[src/rtl/portin.sv]
// Serial-to-parallel port receiver: assembles active-low framed/validated
// LSB-first bit streams into WIDTH-bit words and pushes them to a FIFO.
module portin #(
  parameter int WIDTH = 32
) (
  input  logic             clock,
  input  logic             reset,
  input  logic             framei_n,
  input  logic             validi_n,
  input  logic             din,
  input  logic             full,
  output logic [WIDTH-1:0] payload,
  output logic             push,
  output logic             err,
  output logic             ovf
);

  localparam int CNT_W = $clog2(WIDTH + 1);

  localparam logic [1:0] ST_SYNC = 2'd0;
  localparam logic [1:0] ST_IDLE = 2'd1;
  localparam logic [1:0] ST_RECV = 2'd2;
  localparam logic [1:0] ST_TAIL = 2'd3;

  localparam logic [CNT_W-1:0] LAST_BIT = CNT_W'(WIDTH - 1);

  logic [1:0]       state_q,   state_d;
  logic [WIDTH-1:0] shift_q,   shift_d;
  logic [CNT_W-1:0] count_q,   count_d;
  logic [WIDTH-1:0] payload_q, payload_d;
  logic             pend_q,    pend_d;
  logic             err_q,     err_d;
  logic             ovf_q,     ovf_d;

  logic             bit_in;
  logic             word_done;
  logic [WIDTH-1:0] word;

  assign bit_in = ~framei_n & ~validi_n;
  // shift_q is zero above count_q, so OR-ing places din at position count_q.
  assign word   = shift_q | ({{(WIDTH-1){1'b0}}, din} << count_q);
  assign push   = pend_q & ~full;

  // NOTE: every signal written here gets a default first so no latch is inferred.
  always_comb begin
    state_d   = state_q;
    shift_d   = shift_q;
    count_d   = count_q;
    err_d     = 1'b0;
    word_done = 1'b0;
    case (state_q)
      ST_SYNC: begin
        if (framei_n) state_d = ST_IDLE;
      end
      ST_IDLE: begin
        if (!framei_n) begin
          state_d = ST_RECV;
          if (bit_in) begin
            shift_d = word;
            count_d = CNT_W'(1);
          end
        end
      end
      ST_RECV: begin
        if (framei_n) begin
          err_d   = 1'b1;
          shift_d = '0;
          count_d = '0;
          state_d = ST_IDLE;
        end else if (bit_in) begin
          if (count_q == LAST_BIT) begin
            word_done = 1'b1;
            shift_d   = '0;
            count_d   = '0;
            state_d   = ST_TAIL;
          end else begin
            shift_d = word;
            count_d = count_q + CNT_W'(1);
          end
        end
      end
      ST_TAIL: begin
        if (framei_n)    state_d = ST_IDLE;
        else if (bit_in) err_d   = 1'b1;
      end
      default: state_d = ST_SYNC;
    endcase
  end

  // A completed word may replace the held one only if that word leaves this cycle.
  always_comb begin
    payload_d = payload_q;
    pend_d    = pend_q;
    ovf_d     = 1'b0;
    if (push) pend_d = 1'b0;
    if (word_done) begin
      if (!pend_q || push) begin
        payload_d = word;
        pend_d    = 1'b1;
      end else begin
        ovf_d = 1'b1;
      end
    end
  end

  // NOTE: sequential state uses non-blocking assignments only.
  always_ff @(posedge clock) begin
    if (reset) begin
      state_q   <= ST_SYNC;
      shift_q   <= '0;
      count_q   <= '0;
      payload_q <= '0;
      pend_q    <= 1'b0;
      err_q     <= 1'b0;
      ovf_q     <= 1'b0;
    end else begin
      state_q   <= state_d;
      shift_q   <= shift_d;
      count_q   <= count_d;
      payload_q <= payload_d;
      pend_q    <= pend_d;
      err_q     <= err_d;
      ovf_q     <= ovf_d;
    end
  end

  assign payload = payload_q;
  assign err     = err_q;
  assign ovf     = ovf_q;

endmodule
[config.mk]
export PLATFORM = sky130hd
export DESIGN_NAME = portin
export DESIGN_NICKNAME = d
export VERILOG_FILES = /design/src/rtl/portin.sv
export SDC_FILE = /design/constraint.sdc
export NUM_CORES = 1
export LEC_CHECK = 0
export BUFFER_PORTS_ARGS = -buffer_cell sky130_fd_sc_hd__buf_4
export CAP_MARGIN = 20
export CORE_UTILIZATION = 25
export CTS_CLUSTER_SIZE = 8
export DETAILED_ROUTE_END_ITERATION = 8
export HOLD_SLACK_MARGIN = 0.02
export PLACE_DENSITY_LB_ADDON = 0.2
export SETUP_SLACK_MARGIN = 0.15
export SKIP_LAST_GASP = 1
export SLEW_MARGIN = 30
export SYNTH_ARGS = -nofsm -noshare
export SYNTH_HDL_FRONTEND = slang
export SYNTH_SLANG_ARGS = --single-unit
[constraint.sdc]
create_clock -name clock -period 2.4 [get_ports clock]
set_clock_uncertainty 0.2 [all_clocks]
set_input_delay 0.36 -clock clock [delete_from_list [all_inputs] [get_ports clock]]
set_output_delay 0.36 -clock clock [all_outputs]
set_load 0.01 [all_outputs]
# Yosys cells after proc, flatten, opt, wreduce, memory -nomap -nowiden
# Cells that the tools add are included.
# W data, S select, Z words.
dict set report word_totals {
  in_bits 6
  ff_bits 75
  word_cells 64
  out_inout_bits 35
}
dict set report classes {
  shifts 1
  add_sub_neg 1
  bitwise_logic 7
  mux 30
  n_reduce_logical 9
  eq_ne 9
}
# operator n
set op_table {}
lappend op_table {{$mux W32} 5}
lappend op_table {{$pmux W32 S2} 1}
lappend op_table {{$or A32 B32 Y32} 1}
lappend op_table {{$shl A1 B6 Y32} 1}
lappend op_table {{$mux W6} 5}
lappend op_table {{$pmux W6 S2} 1}
lappend op_table {{$mux W1} 11}
lappend op_table {{$mux W2} 5}
lappend op_table {{$reduce_and A4 Y1} 2}
lappend op_table {{$add A6 B1 Y6 const B} 1}
lappend op_table {{$eq A6 B5 Y1 const B} 1}
lappend op_table {{$ne A3 B3 Y1 const B} 2}
lappend op_table {{$pmux W2 S3} 1}
lappend op_table {{$eq A2 B2 Y1 const B} 2}
lappend op_table {{$ne A2 B2 Y1 const B} 2}
lappend op_table {{$not A1 Y1} 4}
lappend op_table {{$reduce_or A2 Y1} 2}
lappend op_table {{$and A1 B1 Y1} 2}
lappend op_table {{$eq A2 B1 Y1 const B} 1}
lappend op_table {{$logic_not A2 Y1} 1}
lappend op_table {{$ne A2 B1 Y1 const B} 1}
lappend op_table {{$pmux W1 S2} 1}
lappend op_table {{$reduce_and A2 Y1} 1}
lappend op_table {{$reduce_bool A2 Y1} 1}
lappend op_table {{2 further kinds} 2}

# Longest topological paths before layout
dict set report depth {
  word_depth 7
  mapped_depth 8
  ltp_nobuf 6
}

# Worst setup path after synthesis
# Ideal clock, no wire load.
dict set report synth_timing {
  path_kind {register -> register}
  from {reg state_q[0]}
  to {reg shift_q[24]}
  path_stages_with_launch 9
  arrival_ns 1.786
  synth_period_minus_slack_ns 2.103
  path_buffers 2
  path_slack_ns 0.297
  setup_ns 0.117
  t_required_ns 2.083
  path_cell_list {dfxtp_1 > inv_1 > ha_1 > or2_1 > buf_2 > and2_4 > a31o_4 > buf_6 > a22o_1}
}
dict set report synth_via {
  elab_chain_cells 3
  elab_cells_between_ends 8
  cone_classes {5 x eq/ne; 1 x mux; 2 x reduce/logical}
}
# item line_no
set synth_lines {}
lappend synth_lines {{start: declaration} 27} ;# logic [1:0] state_q, state_d;
lappend synth_lines {{start signal: assignment} 117} ;# state_q <= state_d;
lappend synth_lines {{$eq A2 B2 Y1 or $eq A2 B1 Y1 (tied branches)} 51} ;# case (state_q)
lappend synth_lines {{$ne A3 B3 Y1 (no line), or another cell as far along} n/a}
lappend synth_lines {{$reduce_and A4 Y1 (no line)} n/a}
lappend synth_lines {{end signal: assignment} 118} ;# shift_q <= shift_d;
lappend synth_lines {{end: declaration} 28} ;# logic [WIDTH-1:0] shift_q, shift_d;
# Several ways; a longest one is shown, not always the timed one.
# A chain may end at the register's enable or synchronous reset.

# Worst setup path in the final report
dict set report layout_timing {
  from {reg state_q[0]}
  to {reg shift_q[7]}
}
# The elaborated chain is that of the path after synthesis.

==> out/results.tsv <==
stage	metric	value	unit
drt	Iter 0 DRT Violations	157	
global_routing	GRT Total Usage	12.67	%
floorplanning	die height	115.2	um
drt	M1 wire length	4020	um
synth	#FFs+latches synth	75	
finish	fraction of layout cells with a size suffix above 1	29.41	%
sta	Max-Slew Margin vs Limit	58.95	%
synth	main flop type after synthesis	dfxtp_1	
finish	post-route insts no fill	542	
drt	final wirelength	8434	um
drt	met2 routed wirelength	3927	um
pwr	pwr dens	750.2	mW/mm^2
clocking	CTS Buf Count	9	
finish	design area	0.004053	sq mm
placement	Post-DP HPWL	5267	um
clocking	CTS tree	yes	
pwr	Clock power frac	45.0	%
hold_path	hold crit path type	in -> reg	
outcome	status	completed	
flow_run	number of max-cap violations	0	
drt	metal3 WL	317	um
critical_path	crit start category	flop	
synth	Synth Warn #	0	
floorplanning	core area	0.01226	sq mm
critical_path	CP Class	reg -> reg	
floorplanning	die area	0.01327	sq mm
synth	post-synthesis sequential area ratio	46.86	%
drt	DR vias	2595	
sta	FMAX	476.0	MHz
pwr	sequential share of power	42.5	%
pwr	Switch Pwr	0.0008090	W
finish	fin util	33.05	%
finish	area grow syn2layout	26.47	%
sta	# setup viols final	0	
placement	Area after DPL	0.003695	sq mm
drt	Vias/cell	4.788	
drt	WL/cell	15.56	um
clocking	H-tree depth	3	
critical_path	endpoint class of the critical path	flop	
finish	Layout Nets	379	
placement	dpl cells	522	
synth	Synth top area share	46.86	%
clocking	CTS Buffer Depth	2	
critical_path	flop2flop setup slack	300	ps
synth	syn_area_per_cell	9.859	sq um
drt	Post-DRT Antenna Nets	0	
synth	largest cells by area after synthesis	dfxtp_1, a22o_1, a211oi_2	
sta	fin crit share	87.53	%
synth	Synth Net Count	335	
global_routing	number of global-route vias before repair	2404	
synth	synth cell count leaders	dfxtp_1, nor2_1, a21oi_1, a22o_1, a211oi_2	
global_routing	global-route wire length before repair	12540	um
sta	RSZ-0062 raised after global routing	false	
sta	Pins Over Slew Limit	0	
global_routing	initial antenna violation count	0	
synth	Cell Area, Synth	0.003204	sq mm
floorplanning	# rows	40	
sta	worst slew pin tran	610.1	ps
floorplanning	Die Wd	115.2	um
synth	Post-synth ARST share	0	%
synth	Post-synth EDFFs	0	
clocking	root buf cell	clkbuf_16	
critical_path	Critical Path AT	2130	ps
sta	Sum Neg Setup Slack	0	ps
synth	area leader, netlist	dfxtp_1	
floorplanning	# IOs	41	
pwr	worst vdd ir	0.3464	mV
drt	DR pass1 iterations	4	
clocking	CTS Sinks	75	
synth	top-count cell post-synth	dfxtp_1	
critical_path	Crit path required time	2430	ps
clocking	clock-pin slew on the worst setup and hold paths	60	ps
floorplanning	initial core utilization	26.13	%
global_routing	largest net degree at the start of global routing	65	
sta	Final Hold Viols	0	
pwr	switching share of power	26.61	%
pwr	Pleak	1.548	nW
clocking	hold_buf cts	0	
critical_path	critical path fanouts, max	16	
placement	GPL Wtd Cong	0.7640	
synth	cell count after synthesis	325	
finish	Ant. Diodes	0	
drt	max layer used	met4	
pwr	total chip power	0.003040	W
clocking	Worst-Skew Late Latency	340	ps
drt	DRC viols	0	
synth	post-synth cell types	40	
pwr	P_int	0.002231	W
global_routing	GRT overflow	0	
pwr	Combinational Power Share	12.5	%
placement	I/O Buffers	40	
sta	min Tclk post-route	2101	ps
==> layout by cell type, fill, tap and decap left out, types with 5 or more instances in the layout <==
master     synthesis  final
dfxtp_1           75     75
inv_1              5      5
a211oi_2          21     21
a22o_1            32     32
clkbuf_16          0     10
nand2_1            8      8
nor2_1            45     45
and3_1             6      5
buf_4              6     59
a211oi_1          11     11
and2_1             6      6
a21oi_1           41     41
==> stage by stage <==
stage          setup WS, ps  hold slack, ps
3_5_place_dp          207.1           264.2
4_1_cts               194.0           115.0
2_1_floorplan         297.3           250.0
6_report              299.4           116.6
5_1_grt               200.9           127.7
3_3_place_gp          260.0           262.1
==> critical path: stages, from the launching register on <==
cell and delay, ps:
dfxtp_1 400, inv_1 80, ha_2 230, or2_1 310, and2_4 190, a31o_4 320
a22o_1 250
==> area by class of cell <==
cell class | instances | area (sq um)
clock buffer | 11 | 242.7
tap | 168 | 210.2
sequential | 75 | 1501
clock inverter | 5 | 60.06
inverter | 5 | 18.77
fill | 1268 | 8209
multi-input combinational | 217 | 1540
timing repair buffer | 61 | 479.2
==> power groups by stage <==
stage | clock, W | combinational (W) | sequential (W)
after floorplan | 0 | 0.000304 | 0.00131
after global placement | 0 | 0.000343 | 0.00132
after detailed placement | 0 | 0.000347 | 0.00132
after CTS | 0.00140 | 0.000349 | 0.00129
after global routing | 0.00145 | 0.000422 | 0.00130
final | 0.00137 | 0.000380 | 0.00129
==> layer usage <==
| layer | GRT usage (%) | vias up |
|---|---|---|
| li1 | - | 1285 |
| met4 | 6.753 | 0 |
| met2 | 20.52 | 50 |
| met3 | 2.372 | 12 |
| met1 | 15.99 | 1248 |
| met5 | 0 | - |
==> what timing repair did <==
item / CTS / global route
gates resized for setup: 0 / 5
buffers inserted: 0 / 2
setup endpoints to repair: 0 / 64
==> registers in the layout, indices dropped and copies added, names as in the netlist <==
| register | cells |
|---|---|
| payload | 32 |
| ovf | 1 |
| state_q | 2 |
| err | 1 |
| count_q | 6 |
| shift_q | 32 |
| pend_q | 1 |
==> worst paths after layout <==
kind / from / end / depth (start not counted)
worst max-delay path: state_q[0]$_SDFFE_PP0P_ / shift_q[7]$_SDFFE_PP0P_ / 6
worst min-delay path: reset / count_q[4]$_SDFFE_PP0P_ / 2
worst max register to register: state_q[0]$_SDFFE_PP0P_ / shift_q[7]$_SDFFE_PP0P_ / 6
worst min register to register: shift_q[10]$_SDFFE_PP0P_ / shift_q[10]$_SDFFE_PP0P_ / 1
==> cell families after synthesis <==
logic type      Yosys count  synth area share [%]
compound gates          113                 27.96
mux                       1                0.4294
xor+xnor                  3                0.8201
fa+ha+maj                 4                 1.562
flops                    75                 46.86
simple gates             95                 16.28
buf+inv                  34                 6.091
(Power assumes the default switching activity.)
